## src/rtl/bin_frame_averager.sv

```systemverilog
// Averages 2^N_AVGS consecutive BINS-wide frames per bin.
// ROUND_EN selects round-half-up on the final divide.
module bin_frame_averager #(
  parameter int N         = 16,
  parameter int N_AVGS    = 7,
  parameter int SUM_WIDTH = 128,
  parameter int BINS      = 4
) (
  input  logic                 clk,
  input  logic                 reset,
  input  logic                 in_valid,
  input  logic [BINS-1:0][N-1:0] in_data,
  input  logic                 clear,
  output logic                 out_valid,
  output logic [BINS-1:0][N-1:0] out_data,
  output logic                 busy
);

  localparam int CW = (N_AVGS > 0) ? N_AVGS : 1;

`ifdef ROUND_EN
  localparam logic [SUM_WIDTH-1:0] HALF =
    (SUM_WIDTH'(1) << N_AVGS) >> 1;
`else
  localparam logic [SUM_WIDTH-1:0] HALF = '0;
`endif

  if (SUM_WIDTH < N + N_AVGS) begin : g_width_chk
    $error("SUM_WIDTH too small for N+N_AVGS");
  end

  typedef enum logic [1:0] {
    IDLE,
    ACCUM,
    DUMP
  } state_t;

  state_t               state;
  state_t               state_nx;
  logic [CW-1:0]        frame_cnt;
  logic [SUM_WIDTH-1:0] acc [BINS];
  logic [SUM_WIDTH-1:0] sum [BINS];
  logic                 last;

  // the incoming frame completes the average
  assign last = (N_AVGS == 0) || (&frame_cnt);

  // per-bin running sum including the frame on in_data
  always_comb begin
    for (int b = 0; b < BINS; b++) begin
      sum[b] = acc[b] + SUM_WIDTH'(in_data[b]);
    end
  end

  // state register
  always_ff @(posedge clk) begin
    if (reset) state <= IDLE;
    else       state <= state_nx;
  end

  // next state and status outputs
  always_comb begin
    state_nx  = state;
    out_valid = 1'b0;
    busy      = 1'b0;
    case (state)
      IDLE: begin
        if (!clear && in_valid)
          state_nx = last ? DUMP : ACCUM;
      end
      ACCUM: begin
        busy = 1'b1;
        if (clear)
          state_nx = IDLE;
        else if (in_valid)
          state_nx = last ? DUMP : ACCUM;
      end
      DUMP: begin
        out_valid = 1'b1;
        if (clear)
          state_nx = IDLE;
        else if (in_valid)
          state_nx = last ? DUMP : ACCUM;
        else
          state_nx = IDLE;
      end
      default: state_nx = IDLE;
    endcase
  end

  // accumulators, frame counter and published average
  always_ff @(posedge clk) begin
    if (reset) begin
      frame_cnt <= '0;
      out_data  <= '0;
      for (int b = 0; b < BINS; b++) acc[b] <= '0;
    end else if (clear) begin
      frame_cnt <= '0;
      for (int b = 0; b < BINS; b++) acc[b] <= '0;
    end else if (in_valid) begin
      if (last) begin
        frame_cnt <= '0;
        for (int b = 0; b < BINS; b++) begin
          acc[b]      <= '0;
          out_data[b] <= N'((sum[b] + HALF) >> N_AVGS);
        end
      end else begin
        frame_cnt <= frame_cnt + CW'(1);
        for (int b = 0; b < BINS; b++) acc[b] <= sum[b];
      end
    end
  end

endmodule

```

## config.mk

```make
export PLATFORM = sky130hd
export DESIGN_NAME = bin_frame_averager
export DESIGN_NICKNAME = d
export VERILOG_FILES = /design/src/rtl/bin_frame_averager.sv
export SDC_FILE = /design/constraint.sdc
export NUM_CORES = 1
export LEC_CHECK = 0
export BUFFER_PORTS_ARGS = -buffer_cell sky130_fd_sc_hd__buf_2
export CORE_UTILIZATION = 60
export DETAILED_ROUTE_END_ITERATION = 12
export PLACE_DENSITY = 0.81
export SETUP_SLACK_MARGIN = 0.05
export SLEW_MARGIN = 20
export SYNTH_ARGS = -nofsm -noshare
export SYNTH_HDL_FRONTEND = slang
export SYNTH_SLANG_ARGS = --single-unit
```

## constraint.sdc

```tcl
create_clock -name clk -period 6.25 [get_ports clk]
set_input_delay 1.25 -clock clk [delete_from_list [all_inputs] [get_ports clk]]
set_output_delay 1.25 -clock clk [all_outputs]
set_load 0.02 [all_outputs]
```

==> impl_results.md <==
* Post-synth EDFFs at 92
* Asr flop ratio synth at 0
* Area of the multi-input gates at about 5500 sq um
* Reg2reg end: out_data[13]
* Core area at around 16,000 sq um
* Worst Hold Class: register to register
* WL final at 24,300 um
* Gate power share at 0.164
* CTS tree: yes
* Fmax at about 0.31 GHz
* Gr ovfl total at 0
* Adder-cell share of the synthesized area at 0.0889
* Clock buffer count from CTS at 17
* Tot Pwr at 2.85 mW
* Setup slack, reg-to-reg at about 3.2 ns
* PortBufs at ~130
* Largest cells by area after synthesis: edfxtp_1, dfxtp_1, ha_1
* Critical Path AT at 3.51 ns
* DRT antenna net count at 0
* Hold path startpoint: out_data[50]
* Leakage power at between 4 and 5 nW
* Post-synthesis mux area share at 0.00498
* Yosys warnings at 0
* Resized cells post-CTS at 0
* Compound-Gate Fraction of Synth Area at 0.189
* Final Hold Violating Endpoints at 0
* Net Count, Synth at around 1.2k
* R2R depth at 7
* Switching portion of total power at 0.264
* DRT iter0 DRCs at 709
* Wirelength per Cell at roughly 17 um
* Register area at roughly 4200 sq um
* Relative slew slack at 0.291
* Worst Path Max Fanout at 5
* Die Span Y at 131 um
* Simple-Gate Fraction of Synth Area at 0.206
* NumNets Final at approximately 1.3k
* # fillers at about 1.3k
* Setup TNS at 0 ns
* H-tree depth at 4
* CTS max path bufs at 2
* Max Slew Vio Count at 0
* Final setup fails at 0
* Worst Tran Pin Value at 1.06 ns
* Vias in the first global route at about 8k
* Cell Int Power at between 2 and 2.5 mW
* Post-DP HPWL at ~17,000 um
* Post-CTS Setup Repair Bufs at 0
* Sequential area share after synthesis at 0.421
* CTS Sinks at roughly 170
* Ports at 134
* Reg power frac at 0.424
* Die ar. at ~17,000 sq um
* Drt pass-1 iters at 5
* CP Capture Type: register
* Clock power frac at 0.412
* Root Driver: clkbuf_16
* Largest area contributor in the netlist: edfxtp_1
* Placed Instances at between 1k and 1.5k
* Synthesized instance count at between 1k and 1.5k
* Per-instance average area after synthesis at ~9 sq um
* Net load switching power at between 0.7 and 0.8 mW
* Post-synth top area share at 0.275
* Synth cell count leaders: nor2_1, nand2_1, edfxtp_1
* Yosys reg bits at roughly 170
* Vias at approximately 8.6k
* RSZ-0062 raised after global routing: false
* Largest family of logic cells by synthesized area: simple AND/OR/NAND/NOR gates
* Worst setup SP type: primary input
* Initial antenna violation count at 2
* Num rows at 46
* Non-filler cells, final at roughly 1.4k
* Pin count of the biggest net entering global routing at 55
* Worst R2R Start: frame_cnt[0]
* Layout Skew at approximately 0.0062 ns
* Post-synthesis cell type count at 73
* Req. time, crit path at between 6 and 7 ns
* DP Area at 10,800 sq um
* Residual DRC at 0
* Chip width at 131 um
* Classification of the worst setup path: primary input to register
* Skew-Pair Late Insertion Delay at between 0.4 and 0.5 ns
* Hold path endpoint: out_data[50]
* Synth Area in XOR/XNOR at 0.0584
* Hold Buf Count CTS at 0
* Tot GR Track Use at 0.286
* Pwr dens at 248 nW/um^2
* Share of cells above drive strength 1 at 0.164
* Max-Cap Viols at 0
* Clock-pin transition on the worst setup and hold timing paths at 0.06 ns
* VDD IR-drop max at approximately 0.20 mV
* Drt via density at slightly above 6
* Final Cell Area at roughly 11,000 sq um
* Area growth, synth to finish at 14.1%
* Synth Cell Area at ~10,000 sq um
* Starting Density at 0.623
* Top-count cell post-synth: nor2_1
* First-pass GRT wire length at 39,900 um
* Status: completed
* Final min period at between 3 and 4 ns
* Top FF cell, synth: edfxtp_1
* Worst hold stages at 2
* GP Congestion at 0.911
* Final Cycle Share at 0.509
==> registers in the layout, summed over array words and instances (netlist names) <==
register and flops:
out_data 64, state 2, frame_cnt 7, acc 92
==> per-stage QoR <==
step / util / hold slack (ns) / setup slack [ns]
floorplan: - / 0.442 / 3.00
global placement: 0.670 / 0.440 / 2.70
detailed placement: 0.670 / 0.442 / 2.66
CTS: 0.711 / 0.453 / 3.08
global route: 0.711 / 0.480 / 2.87
finish: 0.711 / 0.451 / 3.07
==> how the worst max path moves through the flow <==
| stage | to | depth (start not counted) | startpoint | slack (ns) |
|---|---|---|---|---|
| 2_1_floorplan | out_data[43] | 10 | in_data[32] | 3.00 |
| 4_1_cts | out_data[43] | 11 | in_data[32] | 3.08 |
| 3_5_place_dp | out_data[43] | 11 | in_data[32] | 2.66 |
| 6_report | out_data[43] | 11 | in_data[32] | 3.07 |
| 3_3_place_gp | out_data[43] | 11 | in_data[32] | 2.70 |
| 5_1_grt | out_data[43] | 11 | in_data[32] | 2.87 |
==> final cells by class <==
class,instances,share of cell area
Multi-Input combinational cell,842,0.481
Sequential cell,165,0.369
Timing Repair Buffer,138,0.0614
Clock buffer,19,0.0395
Tap cell,216,0.0236
Clock inverter,13,0.0177
Inverter,23,0.00753
Antenna cell,2,0.000437
==> critical path, stage by stage <==
cell and delay [ns]:
buf_2 0.08, ha_1 0.16, inv_1 0.06, fa_1 0.37, nor2b_1 0.19, o31a_1 0.20
o211ai_2 0.14, a21oi_2 0.31, a41oi_1 0.23, and4_1 0.26, a311o_1 0.26
==> layout by cell type, fill, tap and decap left out, drive strengths merged, types with 11 or more instances in the layout <==
cell type,count
a31oi,11
inv,24
a211oi,20
and2,28
nand4,14
and3,15
nor2,119
nand2,104
a21oi,83
o21a,11
buf,138
and4,13
dfxtp,73
o21ai,60
ha,65
edfxtp,92
nand3,32
nor2b,13
clkbuf,19
a21o,26
xnor2,26
xor2,41
nor3,25
==> power groups by stage <==
| stage | Sequential (mW) | Clock, mW | Combinational [mW] |
|---|---|---|---|
| 6_report | 1.21 | 1.17 | 0.466 |
| 5_1_grt | 1.21 | 1.22 | 0.516 |
| 2_1_floorplan | 1.22 | 0 | 0.349 |
| 3_5_place_dp | 1.23 | 0 | 0.453 |
| 3_3_place_gp | 1.23 | 0 | 0.446 |
| 4_1_cts | 1.21 | 1.18 | 0.460 |
==> routing by layer <==
layer,vias to the layer above,part of all wire,global-route usage
met5,-,0,0
li1,4201,-,-
met2,298,0.47,0.462
met3,42,0.058,0.0459
met4,0,0.016,0.0898
met1,4061,0.46,0.393
==> logic make-up after synthesis <==
| kind of cell | after synthesis |
|---|---|
| and+or+nand+nor | 416 |
| AOI/OAI and AO/OA | 285 |
| DFF | 165 |
| buffers and inverters | 77 |
| adders and majority gates | 69 |
| xor gates and xnor gates | 67 |
| muxes | 5 |
Note: power is estimated with default switching activity, not from simulation.
